$ cat src/rtl/dut_fifo_pkg.sv
// dut_fifo_pkg: shared defaults and drop counter constants for dut_fifo_fwd
package dut_fifo_pkg;
  localparam int DW_DEFAULT = 8;
  localparam int DEPTH_DEFAULT = 8;
  localparam int DROP_CNT_W = 16;
  localparam logic [DROP_CNT_W-1:0] DROP_CNT_MAX = '1;
endpackage

$ cat src/rtl/dut_fifo_mem.sv
// dut_fifo_mem: DEPTH x DW flop array with wrapping wr/rd pointers and head output
module dut_fifo_mem
  import dut_fifo_pkg::*;
#(
  parameter int DW = DW_DEFAULT,
  parameter int DEPTH = DEPTH_DEFAULT
) (
  input  logic          clk,
  input  logic          rst_n,
  input  logic          push,
  input  logic          pop,
  input  logic [DW-1:0] wdata,
  output logic [DW-1:0] head
);
  localparam int AW = $clog2(DEPTH);
  logic [DW-1:0] mem [DEPTH];
  logic [AW-1:0] wr_ptr, rd_ptr;
  always_ff @(posedge clk or negedge rst_n)
    if (!rst_n) begin
      wr_ptr <= '0;
      rd_ptr <= '0;
    end else begin
      if (push) wr_ptr <= wr_ptr + AW'(1);
      if (pop) rd_ptr <= rd_ptr + AW'(1);
    end
  always_ff @(posedge clk)
    if (push) mem[wr_ptr] <= wdata;
  assign head = mem[rd_ptr];
endmodule

$ cat src/rtl/dut_fifo_fwd.sv
// dut_fifo_fwd: rx->tx forwarder with a DEPTH-entry FIFO behind a registered output.
// Define FWD_DROP_CNT_EN to add the saturating drop_cnt port.
module dut_fifo_fwd
  import dut_fifo_pkg::*;
#(
  parameter int DW = DW_DEFAULT,
  parameter int DEPTH = DEPTH_DEFAULT
) (
  input  logic                         clk,
  input  logic                         rst_n,
  input  logic [DW-1:0]                rxd,
  input  logic                         rx_dv,
  output logic [DW-1:0]                txd,
  output logic                         tx_en,
  input  logic                         tx_rdy,
  output logic [$clog2(DEPTH+2)-1:0]   level,
  output logic                         ovf,
  input  logic                         ovf_clr
`ifdef FWD_DROP_CNT_EN
  ,
  output logic [DROP_CNT_W-1:0]        drop_cnt
`endif
);
  localparam int LW = $clog2(DEPTH + 2);
  localparam logic [LW-1:0] FULL = LW'(DEPTH + 1);
  logic pop, full, fifo_empty, drop, bypass, push, fpop;
  logic [DW-1:0] head;
  assign pop = tx_en & tx_rdy;
  assign full = level == FULL;
  // level counts OREG too, so the FIFO is empty when level equals tx_en
  assign fifo_empty = level == LW'(tx_en);
  assign drop = rx_dv & full & ~pop;
  assign bypass = rx_dv & fifo_empty & (~tx_en | pop);
  assign push = rx_dv & ~bypass & ~drop;
  assign fpop = pop & ~fifo_empty;
  dut_fifo_mem #(.DW(DW), .DEPTH(DEPTH)) u_mem (
    .clk(clk), .rst_n(rst_n), .push(push), .pop(fpop), .wdata(rxd), .head(head)
  );
  always_ff @(posedge clk or negedge rst_n)
    if (!rst_n) begin
      txd <= '0;
      tx_en <= 1'b0;
      level <= '0;
      ovf <= 1'b0;
    end else begin
      if (fpop) begin
        txd <= head;
        tx_en <= 1'b1;
      end else if (bypass) begin
        txd <= rxd;
        tx_en <= 1'b1;
      end else if (pop) tx_en <= 1'b0;
      level <= level + LW'(rx_dv & ~drop) - LW'(pop);
      ovf <= drop | (ovf & ~ovf_clr);
    end
`ifdef FWD_DROP_CNT_EN
  always_ff @(posedge clk or negedge rst_n)
    if (!rst_n) drop_cnt <= '0;
    else if (drop && drop_cnt != DROP_CNT_MAX) drop_cnt <= drop_cnt + 1'b1;
`endif
  a_stall: assert property (@(posedge clk) disable iff (!rst_n)
    tx_en && !tx_rdy |=> tx_en && $stable(txd));
  a_level: assert property (@(posedge clk) disable iff (!rst_n) level <= FULL);
  a_nodrop: assert property (@(posedge clk) disable iff (!rst_n)
    rx_dv && level < FULL |=> !$rose(ovf));
endmodule

$ cat config.mk
export PLATFORM = sky130hd
export DESIGN_NAME = dut_fifo_fwd
export DESIGN_NICKNAME = d
export VERILOG_FILES = /design/src/rtl/dut_fifo_pkg.sv /design/src/rtl/dut_fifo_mem.sv /design/src/rtl/dut_fifo_fwd.sv
export SDC_FILE = /design/constraint.sdc
export NUM_CORES = 1
export LEC_CHECK = 0
export BUFFER_PORTS_ARGS = -buffer_cell sky130_fd_sc_hd__buf_2
export CORE_ASPECT_RATIO = 0.75
export CORE_UTILIZATION = 40
export DETAILED_ROUTE_END_ITERATION = 10
export HOLD_SLACK_MARGIN = 0.12
export PLACE_DENSITY = 0.64
export SLEW_MARGIN = 20
export SYNTH_ARGS = -nofsm -noshare
export SYNTH_HDL_FRONTEND = slang
export SYNTH_HIERARCHICAL = 1
export SYNTH_SLANG_ARGS = --single-unit
$ cat constraint.sdc
create_clock -name clk -period 2.1 [get_ports clk]
set_input_delay 0.105 -clock clk [delete_from_list [all_inputs] [get_ports clk]]
set_output_delay 0.105 -clock clk [all_outputs]
set_load 0.01 [all_outputs]
==> flow_results.org <==
** Finish
- Nets@finish :: 281
- Leaving out fill and tap cells, the most frequent cells in the layout are sky130_fd_sc_hd__edfxtp_1, sky130_fd_sc_hd__buf_2, sky130_fd_sc_hd__dfrtp_1.
- Total non-filler cell area in the finished layout :: 4400 um2
- Most frequent standard cell in the layout excluding fill and tap cells :: sky130_fd_sc_hd__edfxtp_1
- Of the cells placed in the final design, the portion with a size suffix greater than 1 is 0.306.
- The area growth from synthesis to layout is 22.9%.
- The number of antenna diodes in the final layout is 0.

** Route
- For this run, the detailed router's first-pass iteration total came to 7.
- After detailed routing, the number of vias per cell comes to 5.12.
- 1st-iter DRT viols :: 113
- Number of nets with antenna violations after routing :: 0
- Summed over all layers, the routed wires come to 6.58 mm.
- DRC :: 2
- The routed layout has 1909 vias.
- After detailed routing, the average wire length per cell comes to 17.6 um.

** Power
- Net switching power :: 1.70 mW
- Of the total power, registers draw 0.417.
- Power share of the clock group :: 0.290
- Power density cells :: 1320 nW/um2
- Internal power comes to 4.11 mW.
- Net Sw Frac :: 0.292
- Of the total power, combinational logic draws 0.293.
- Largest vdd supply drop :: 757 uV
- For this design the static power due to leakage is 1.73 nW.

** Yosys
- The synthesized netlist occupies a cell area of 3580 um2.
- The most used flip-flop cell after synthesis is sky130_fd_sc_hd__edfxtp_1.
- Nets in the synthesized netlist :: 221
- Total number of yosys warnings :: 6
- After synthesis, the share of flip-flops with an asynchronous set or reset is 0.238.
- Cell count after synthesis :: 200
- The number of different library cells used by synthesis comes to 31.
- In this run, synthesis produced a sequential element count of 84.
- Part of the Yosys area used for sequential elements :: 0.676
- A synthesized cell averages 17.9 um2.
- Number of enable-type register cells in the synthesized netlist :: 64

** GRT
- Entering global routing, the biggest net connects 21 pins.
- Global-route wire length before repair :: 10.5 mm
- The number of antenna violations at the first check in global routing is 0.
- The via count of the first global-routing pass is 1936.
- Global-route usage over all layers :: 0.156
- The total overflow left after global routing is 0.

** Min path
- The min-delay analysis places its worst path in the category in -> reg.
- Cell depth of the worst hold path :: 4

** Status
- The flow ran to the end, but the final reports show violations.
- The final reports fail on design-rule violations.

** CTS
- Number of buffers added by the clock tree synthesis step :: 9
- After clock tree synthesis, the clock-pin slew on the worst setup and hold paths is 0.06 ns.
- The later pin in the worst-skew pair is clocked with a latency of 0.34 ns.
- Clock tree synthesis found a total of 84 sinks.
- Buffers added to address setup during post-CTS repair amount to 0.
- TritonCTS built the clock tree.
- H-tree depth reported by CTS :: 3
- Clock root cell :: sky130_fd_sc_hd__clkbuf_16
- Maximum clock insertion buffer count :: 2

** Timing
- Of the available clock period, the critical path in the final layout requires 0.919.
- The final-report max-slew violation count is 0.
- Counting I/O delays and the setup requirement, the final critical path takes 1.93 ns.
- Fin Clk Skew :: 0.00997 ns
- Setup repair after global routing left no endpoint under its margin.
- After routing, the total negative slack on setup checks comes to 0 ns.
- Hold violation count in the final report :: 0
- Worst slew pin tran :: 0.485 ns
- Worst slew slack as a fraction of its limit :: 0.676
- Number of failing setup endpoints in the final timing report :: 0
- Achievable frequency :: 518 MHz

** Die
- Ports placed on the boundary :: 27
- Die width :: 111 um
- For this configuration, the core starts out at a cell density of 0.418.
- After floorplanning, the core was divided into 29 placement rows.
- The floorplan step defined a die boundary enclosing 9340 um2.
- Chip height :: 83.9 um
- Core Box Area :: 8560 um2

** Placed design
- Placement Cell Area :: 3940 um2
- Detail Placement HPWL :: 4.52 mm
- Final weighted congestion in routability-driven placement :: 0.735
- Number of buffers inserted by port buffering :: 26

** Critical path
- Maximum fanout along the worst path :: 4
- Worst EP required :: 2.15 ns
- The worst setup path is launched from a flop.
- The worst setup path is of the reg -> reg kind.
- R2r worst-path depth :: 8
- STA classifies the critical path endpoint as a flop.
- Data arrival time of the critical path :: 1.98 ns

** Run
- Max Cap Viol :: 0
-- cell usage after synthesis (3+ instances only) --
master                     count  area, um2
sky130_fd_sc_hd__nand2b_1      3       18.8
sky130_fd_sc_hd__mux2i_1       8       80.1
sky130_fd_sc_hd__mux4_1       16        420
sky130_fd_sc_hd__ha_1          7       87.6
sky130_fd_sc_hd__edfxtp_1     64       1920
sky130_fd_sc_hd__dfrtp_1      20        500
sky130_fd_sc_hd__mux2_2       10        113
sky130_fd_sc_hd__nor2_1       15       56.3
sky130_fd_sc_hd__xor2_1        4       35.0
sky130_fd_sc_hd__a21oi_1       9       45.0
sky130_fd_sc_hd__nand3_1       3       15.0
sky130_fd_sc_hd__nand2_1       8       30.0
sky130_fd_sc_hd__inv_1         7       26.3
-- worst max-delay path, cell delays in order (launching register included) --
cell	delay, ns
sky130_fd_sc_hd__dfrtp_1	0.34
sky130_fd_sc_hd__inv_1	0.07
sky130_fd_sc_hd__ha_1	0.20
sky130_fd_sc_hd__nand3_1	0.14
sky130_fd_sc_hd__o21ai_0	0.12
sky130_fd_sc_hd__a31oi_2	0.21
sky130_fd_sc_hd__nand2b_1	0.15
sky130_fd_sc_hd__nor2_1	0.23
sky130_fd_sc_hd__buf_4	0.19
-- state kept, by name, indices dropped and copies added, names as in the netlist --
name	flops
level	4
ovf	1
tx_en	1
txd	8
u_mem/mem	64
u_mem/rd_ptr	3
u_mem/wr_ptr	3
-- worst paths after layout --
kind	startpoint	endpoint	slack, ns
hold / removal	tx_rdy	tx_en$_DFFE_PN0P_	0.16
setup reg to reg	level[2]$_DFF_PN0_	u_mem/mem[4][7]$_DFFE_PP_	0.17
min in group asynchronous	rst_n	txd[0]$_DFFE_PN0P_	0.27
max in group asynchronous	rst_n	level[1]$_DFF_PN0_	1.48
hold reg to reg	txd[7]$_DFFE_PN0P_	txd[7]$_DFFE_PN0P_	0.52
setup / recovery	level[2]$_DFF_PN0_	u_mem/mem[4][7]$_DFFE_PP_	0.17
-- logic make-up (layout without fill, tap and decap cells) --
group	count (synthesis)	in the layout	synth area share
DFF	84	84	0.676
and+or+nand+nor	36	36	0.0496
muxes	34	34	0.171
AOI/OAI and AO/OA	18	18	0.0332
buffers and inverters	14	79	0.0248
adders and majority gates	8	8	0.0300
xor gates and xnor gates	6	6	0.0147
-- power groups by stage --
stage                     Sequential [mW]  Clock (mW)  Combinational (mW)
after CTS                            2.43        1.72                1.72
after global routing                 2.48        1.81                1.87
after detailed placement             2.46           0                1.69
after global placement               2.45           0                1.66
after floorplan                      2.44           0                1.16
final                                2.42        1.68                1.70
-- timing repair --
| item | 4_1_cts | 5_1_grt |
|---|---|---|
| gates resized for setup | 0 | 4 |
| hold buffers | 12 | 0 |
| setup endpoints to repair | 0 | 65 |
| hold endpoints to repair | 86 | 0 |
-- layout make-up --
cell class                      count  area, um2
Sequential cell                    84       2420
Clock buffer                        9        225
Tap cell                          108        135
Multi-Input combinational cell    102       1090
Inverter                            7       26.3
Timing Repair Buffer               56        402
Fill cell                         720       4160
Clock inverter                      7       98.8
-- metal layers --
layer / vias to the layer above / track usage / wire, um
li1: 906 / - / -
met1: 962 / 0.215 / 3090
met2: 37 / 0.232 / 3130
met3: 4 / 0.0559 / 303
met4: 0 / 0.0442 / 59
met5: - / 0 / 0
-- per-stage QoR --
step | hold slack (ns) | cells | utilization | total power, mW | worst slack, ns
floorplan | -0.191 | 200 | - | 3.60 | 0.00460
global placement | 0.0882 | 345 | 0.460 | 4.11 | 0.116
detailed placement | 0.0927 | 345 | 0.460 | 4.15 | 0.0805
CTS | 0.140 | 373 | 0.512 | 5.87 | 0.0684
global route | 0.170 | 373 | 0.514 | 6.16 | 0.0137
finish | 0.158 | 373 | 0.514 | 5.81 | 0.171
Note: power is estimated with default switching activity, not from simulation.
